## config.mk

```make
export PLATFORM = sky130hd
export DESIGN_NAME = pipe_stage
export DESIGN_NICKNAME = d
export VERILOG_FILES = /design/src/rtl/pipe_stage.sv
export SDC_FILE = /design/constraint.sdc
export NUM_CORES = 1
export LEC_CHECK = 0
export BUFFER_PORTS_ARGS = -buffer_cell sky130_fd_sc_hd__clkbuf_2
export CAP_MARGIN = 15
export CORE_AREA = 10 10 192 194
export CTS_CLUSTER_DIAMETER = 30
export DETAILED_ROUTE_END_ITERATION = 8
export DIE_AREA = 0 0 202 204
export PLACE_DENSITY = 0.8
export SYNTH_ARGS = -nofsm -noshare
export SYNTH_HDL_FRONTEND = slang
export SYNTH_SLANG_ARGS = --single-unit
```

## constraint.sdc

```tcl
create_clock -name clk -period 1.99 [get_ports clk]
set_input_delay 0.0995 -clock clk [delete_from_list [all_inputs] [get_ports clk]]
set_output_delay 0.0995 -clock clk [all_outputs]
set_load 0.1 [all_outputs]
```

## src/rtl/pipe_stage.sv

```systemverilog
// Two-entry skid buffer between pipeline stages.
// Registered ready/valid with flush; head entry drives the outputs.
module pipe_stage #(
  parameter int DATA_WIDTH = 160,
  parameter int CWORD_WIDTH = 31,
  parameter int DEST_WIDTH = 3,
  parameter logic [CWORD_WIDTH-1:0] NOP_CWORD = '0
) (
  input  logic                   clk,
  input  logic                   reset,
  input  logic                   flush,
  input  logic                   in_valid,
  output logic                   in_ready,
  input  logic [15:0]            pc_in,
  input  logic [CWORD_WIDTH-1:0] cword_in,
  input  logic [DEST_WIDTH-1:0]  dest_in,
  input  logic [DATA_WIDTH-1:0]  data_in,
  output logic                   out_valid,
  input  logic                   out_ready,
  output logic [15:0]            pc_out,
  output logic [CWORD_WIDTH-1:0] cword_out,
  output logic [DEST_WIDTH-1:0]  dest_out,
  output logic [DATA_WIDTH-1:0]  data_out
);

  typedef enum logic [1:0] {
    EMPTY,
    ONE,
    TWO
  } state_t;

  state_t state;

  logic [15:0]            skid_pc;
  logic [CWORD_WIDTH-1:0] skid_cword;
  logic [DEST_WIDTH-1:0]  skid_dest;
  logic [DATA_WIDTH-1:0]  skid_data;

  logic in_fire;
  logic out_fire;

  assign in_fire  = in_valid & in_ready;
  assign out_fire = out_valid & out_ready;

  always_ff @(posedge clk) begin
    if (reset) begin
      state      <= EMPTY;
      in_ready   <= 1'b1;
      out_valid  <= 1'b0;
      pc_out     <= '0;
      cword_out  <= NOP_CWORD;
      dest_out   <= '0;
      data_out   <= '0;
      skid_pc    <= '0;
      skid_cword <= NOP_CWORD;
      skid_dest  <= '0;
      skid_data  <= '0;
    end else if (flush) begin
      // Only our own entries die; a same-cycle pop was still taken.
      state     <= EMPTY;
      in_ready  <= 1'b1;
      out_valid <= 1'b0;
      cword_out <= NOP_CWORD;
    end else begin
      unique case (state)
        EMPTY: begin
          if (in_fire) begin
            pc_out    <= pc_in;
            cword_out <= cword_in;
            dest_out  <= dest_in;
            data_out  <= data_in;
            out_valid <= 1'b1;
            state     <= ONE;
          end
        end
        ONE: begin
          if (in_fire && out_fire) begin
            pc_out    <= pc_in;
            cword_out <= cword_in;
            dest_out  <= dest_in;
            data_out  <= data_in;
          end else if (in_fire) begin
            skid_pc    <= pc_in;
            skid_cword <= cword_in;
            skid_dest  <= dest_in;
            skid_data  <= data_in;
            in_ready   <= 1'b0;
            state      <= TWO;
          end else if (out_fire) begin
            out_valid <= 1'b0;
            cword_out <= NOP_CWORD;
            state     <= EMPTY;
          end
        end
        TWO: begin
          if (out_fire) begin
            pc_out    <= skid_pc;
            cword_out <= skid_cword;
            dest_out  <= skid_dest;
            data_out  <= skid_data;
            in_ready  <= 1'b1;
            state     <= ONE;
          end
        end
        default: begin
          state     <= EMPTY;
          in_ready  <= 1'b1;
          out_valid <= 1'b0;
          cword_out <= NOP_CWORD;
        end
      endcase
    end
  end

endmodule

```

Yosys cells after proc, flatten, opt, wreduce, memory -nomap -nowiden
Index checks and enable logic that the tools add are counted.
{"block": "word_totals", "ff_bits": 424, "latch_bits": 0, "ram_bits": 0, "romBits": 0, "inputBits": 215, "output_inout_bits": 212, "wordCells": 72, "memories": 0}
{"block": "classes", "add_sub_neg": 0, "multipliers": 0, "div_mod_pow": 0, "n_lt_le_gt_ge": 0, "eq_ne": 12, "shift": 0, "n_mux": 33, "bitwise": 6, "reduce_logical": 10}
{"cell": "$mux 160", "n": 3}
{"cell": "$pmux 160 s3", "n": 1}
{"cell": "$mux 31", "n": 5}
{"cell": "$pmux 31 s3", "n": 1}
{"cell": "$mux 16", "n": 3}
{"cell": "$pmux 16 s3", "n": 1}
{"cell": "$reduce_and 4->1", "n": 4}
{"cell": "$ne 2x2->1 const B", "n": 7}
{"cell": "$mux 2", "n": 5}
{"cell": "$reduce_and 5->1", "n": 2}
{"cell": "$mux 3", "n": 3}
{"cell": "$ne 3x3->1 const B", "n": 3}
{"cell": "$pmux 3 s3", "n": 1}
{"cell": "$mux 1", "n": 7}
{"cell": "$pmux 1 s3", "n": 2}
{"cell": "$pmux 2 s3", "n": 1}
{"cell": "$not 1->1", "n": 4}
{"cell": "$reduce_bool 3->1", "n": 1}
{"cell": "$and 1x1->1", "n": 2}
{"cell": "$eq 2x1->1 const B", "n": 1}
{"cell": "$eq 2x2->1 const B", "n": 1}
{"cell": "$logic_not 2->1", "n": 1}
{"cell": "$reduce_or 2->1", "n": 1}
{"cell": "$logic_and 1x1->1", "n": 1}

Depth between registers and ports, before layout
{"block": "depth", "depth_word": 5, "mapped_depth": 7, "depth_no_buf": 4}

Least setup slack after synthesis
No wires, ideal clock.
{"block": "synth_timing", "kind": "register to register", "from": "reg in_ready", "to": "reg skid_cword[0]", "setup_ns": 0.132, "t_arrival_ns": 2.379, "required_ns": 1.858, "setup_slack_ns": -0.521, "path_stages_with_launch": 8, "path_buffers": 3, "period_less_slack_ns": 2.511, "cell_sequence": "dfxtp_1 nand2_1 or4_1 clkbuf_1 buf_2 clkbuf_1 nand2_1 a21oi_1"}
{"block": "synth_between", "elab_chain_cells": 4}
{"element": "from (decl)", "line_no": "13", "rtl": "output logic in_ready,"}
{"element": "from (signal assigned)", "line_no": "48", "rtl": "in_ready <= 1'b1;"}
{"element": "from (signal assigned)", "line_no": "61", "rtl": "in_ready <= 1'b1;"}
{"element": "from (signal assigned)", "line_no": "87", "rtl": "in_ready <= 1'b0;"}
{"element": "$and 1x1->1 (*)", "line_no": "42", "rtl": "assign in_fire = in_valid & in_ready;"}
{"element": "$logic_and 1x1->1", "line_no": "77", "rtl": "if (in_fire && out_fire) begin"}
{"element": "$not 1->1 (no line)"}
{"element": "$reduce_and 4->1 (no line) (*)"}
{"element": "to (signal assigned)", "line_no": "84", "rtl": "skid_cword <= cword_in;"}
{"element": "to (decl)", "line_no": "35", "rtl": "logic [CWORD_WIDTH-1:0] skid_cword;"}
Mark *: on every way between the ends. The rest lies on a longest branch, timed or not.
A chain may end at the register's enable or synchronous reset.

Final worst setup path
{"block": "layout_timing", "from": "reg state[0]", "to": "reg skid_data[101]"}
{"block": "layout_between", "elab_chain_cells": 2}
{"element": "from (decl)", "line_no": "32", "rtl": "state_t state;"}
{"element": "from (signal assigned)", "line_no": "47", "rtl": "state <= EMPTY;"}
{"element": "from (signal assigned)", "line_no": "60", "rtl": "state <= EMPTY;"}
{"element": "from (signal assigned)", "line_no": "73", "rtl": "state <= ONE;"}
{"element": "$eq 2x1->1", "line_no": "65", "rtl": "unique case (state)"}
{"element": "$reduce_and 4->1 (no line)"}
{"element": "to (signal assigned)", "line_no": "86", "rtl": "skid_data <= data_in;"}
{"element": "to (decl)", "line_no": "37", "rtl": "logic [DATA_WIDTH-1:0] skid_data;"}
Every way passes these cells.

==> summary.md <==
| Metric | Value |
|---|---|
| Status | finished, violations left |
| Failing checks | setup timing |
| DR vias | 19900 |
| Row cnt | 67 |
| Slew Viols, Final | 0 |
| DRT iter0 DRCs | 2328 |
| Max Freq | 489 MHz |
| Final critical-path share of the clock period | 103% |
| Post-Synth XOR/XNOR Area | 0% |
| Final clock skew | 22.1 ps |
| GR Overflow Total | 0 |
| Initial DRT Pass Iterations | 8 |
| HPWL after DPL | 35200 um |
| Wire per inst | 23.9 um |
| Crit Path Class | flop to flop |
| Yosys reg bits | 424 |
| H-tree depth | 3 |
| Critical Path Source Type | flop |
| Vias per inst | 6.34 |
| Die W | 202 um |
| Worst skew pair latency | 600 ps |
| Layout cells sized above 1 | 25.3% |
| Critical path launch point | state[0]$_SDFFE_PP0P_ |
| Synth area leaders | dfxtp_1 (48%), a21oi_1 (12%), mux2i_1 (12%) |
| P&R area growth vs syn | 47.2% |
| Post-synth top area share | 48.3% |
| Number of global-route vias before repair | 19400 |
| Critical-path cell list | a21bo_1 -> or4_4 -> buf_12 -> nand2_1 -> a21oi_1 |
| Final period demand of the worst path | 2040 ps |
| Setup crit end kind | flop |
| Critical path buffers and inverters | 1 |
| CTS max path bufs | 3 |
| Root buffer cell | clkbuf_16 |
| Post-detailed-route count of antenna-violating nets | 0 |
| Most used DFF post-synth | dfxtp_1 |
| Min-delay worst type | primary input to flop |
| Die H | 204 um |
| Tightest Pin Transition | 958 ps |
| WP depth | 5 |
| Worst-path fanout max | 85 |
| Final setup viols | 19 |
| # port buffers | 426 |
| Reg2Reg Setup Slack | -50 ps |
| Post-synthesis adder-cell area fraction | 0% |
| # DRC | 0 |
| Final non-filler cell total | 3136 |
| Worst Setup Slack, final | -53.2 ps |
| Top post-synthesis cells by count | dfxtp_1 (424), nand2_1 (424), a21oi_1 (423) |
| Post-Synthesis Net Count | 2240 |
| RSZ-0062 raised after global routing | true |
| Total track usage | 32.1% |
| Worst relative slew slack | 36.1% |
| Total I/O pin count | 427 |
| Setup crit end | skid_data[101]$_SDFFE_PP0P_ |
| Simple-gate share of the synthesized area | 11.3% |
| Proportion of synthesized area in mux cells | 12.0% |
| TritonCTS clock tree | yes |
| Clock transition at the registers of the reported paths | 50 ps |
| CTS Buf Count | 89 |
| Final Hold Vio Count | 0 |
| Worst Path Arrival | 2480 ps |
| Synth Area in Compound Gates | 23.2% |
| Post-synthesis instance area | 17600 sq um |
| Placed insts | 2737 |
| R2r startpoint | state[0]$_SDFFE_PP0P_ |
| Initial antenna violation count | 10 |
| Clock sink count | 424 |
| Max-cap violations | 0 |
| Worst r2r dst | skid_data[101]$_SDFFE_PP0P_ |
| LEAKAGE | 11.4 nW |
| VDD IR-drop max | 0.911 mV |
| Yosys Warn Count | 0 |
| Worst hold slack | 105 ps |
| Synth area leader | dfxtp_1 |
| Core area | 33100 sq um |
| Required time worst endpoint | 2430 ps |
| DP Area | 20200 sq um |
| GPL Wtd Cong | 0.840 |
| Yosys cell types | 31 |
| Top delay family on crit path | simple AND/OR/NAND/NOR gates |
| Syn Inst Count | 2025 |
| Register-to-Register Path Depth | 5 |
| Cell area after layout | 25900 sq um |
| Sequential cell area | 8500 sq um |
| Number of synthesized flops with an enable pin | 0 |
| Synthesized area per cell | 8.68 sq um |
| Setup TNS | -393 ps |
| Asr flop ratio synth | 0% |
| Largest family of logic cells by synthesized area | compound AO/OA/AOI/OAI gates |
| Area taken by multi-input logic gates | 8310 sq um |
| Die area | 41200 sq um |
| Final WL | 74800 um |
| Finished Core Util | 78.1% |
| Starting Density | 53.1% |
| First-pass GRT wire length | 108000 um |
| Power Total | 30.1 mW |
| DP Worst Slack | 47.7 ps |
| Sequential-to-total area share from yosys stat | 48.3% |
| Fill count | 1761 |
| Crit-path slowest cell | or4_4 |
| # nets final | 2816 |
| Slowest stage delay, CP | 560 ps |
| Largest net degree at the start of global routing | 204 |
| P per Cell Area | 1160 nW/um^2 |
-- worst reg2reg max path: cells and delay by family (launching register included) --
family | cells | cell delay [ps]
buffers and inverters | 1 | 230
flip-flops | 1 | 440
AND/OR/NAND/NOR | 2 | 840
AO/OA/AOI/OAI | 2 | 360
-- power by group --
part / internal [mW] / switching, mW / total, mW
Sequential: 8.87 / 0.283 / 9.16
Combinational: 1.25 / 3.78 / 5.03
Clock: 10.7 / 5.19 / 15.9
-- registers in the layout, summed over array words and instances (netlist names) --
name and flops:
data_out 160, skid_data 160, cword_out 31, skid_cword 31, pc_out 16, skid_pc 16, dest_out 3, skid_dest 3
state 2, in_ready 1, out_valid 1
-- final cells by class --
| cell class | count | share of cell area [%] |
|---|---|---|
| Sequential cell | 424 | 32.8 |
| Multi-Input combinational cell | 1384 | 32.1 |
| Timing Repair Buffer | 701 | 20.2 |
| Clock buffer | 109 | 9.57 |
| Clock inverter | 56 | 2.93 |
| Tap cell | 448 | 2.17 |
| Antenna cell | 13 | 0.126 |
| Inverter | 1 | 0.0435 |
-- logic make-up after synthesis --
family	count (synthesis)
compound gates	673
buf+inv	217
flops	424
mux	211
simple gates	500
-- cell usage in the layout, fill, tap and decap left out, types with 5 or more instances in the layout --
master	n
a21oi_1	422
a311oi_1	163
a311oi_2	16
and3_1	32
buf_12	25
buf_4	25
bufinv_16	14
clkbuf_1	6
clkbuf_16	95
clkbuf_2	425
clkbuf_8	11
clkinv_2	13
clkinv_4	6
clkinvlp_4	14
dfxtp_1	421
diode_2	13
dlygate4sd3_1	213
inv_6	5
mux2i_1	211
nand2_1	423
nor2_1	35
o21ai_0	62
-- worst min-delay path by stage --
stage,from,endpoint,slack (ps),cells past startpoint
floorplan,cword_in[0],skid_cword[0]$_SDFFE_PP0P_,240,2
global placement,data_in[124],skid_data[124]$_SDFFE_PP0P_,340,3
detailed placement,data_in[145],skid_data[145]$_SDFFE_PP0P_,340,3
CTS,flush,data_out[158]$_SDFFE_PP0P_,80,4
global route,flush,skid_data[154]$_SDFFE_PP0P_,140,5
finish,flush,data_out[158]$_SDFFE_PP0P_,110,4
-- repair_timing --
action / 4_1_cts / 5_1_grt
endpoints found under the hold margin: 418 / 0
gates cloned: 1 / 3
gates resized for setup: 3 / 25
buffers inserted: 3 / 1
pin swaps: 1 / 3
setup endpoints to repair: 2 / 129
hold buffers: 213 / 0
-- metal layers --
layer | vias up | track usage [%] | part of all wire, %
li1 | 8471 | - | -
met1 | 9194 | 36.7 | 34
met2 | 1753 | 52.6 | 47
met3 | 450 | 8.46 | 12
met4 | 0 | 20.6 | 6.9
met5 | - | 0 | 0
No activity file was read; power rests on OpenSTA's default activity.
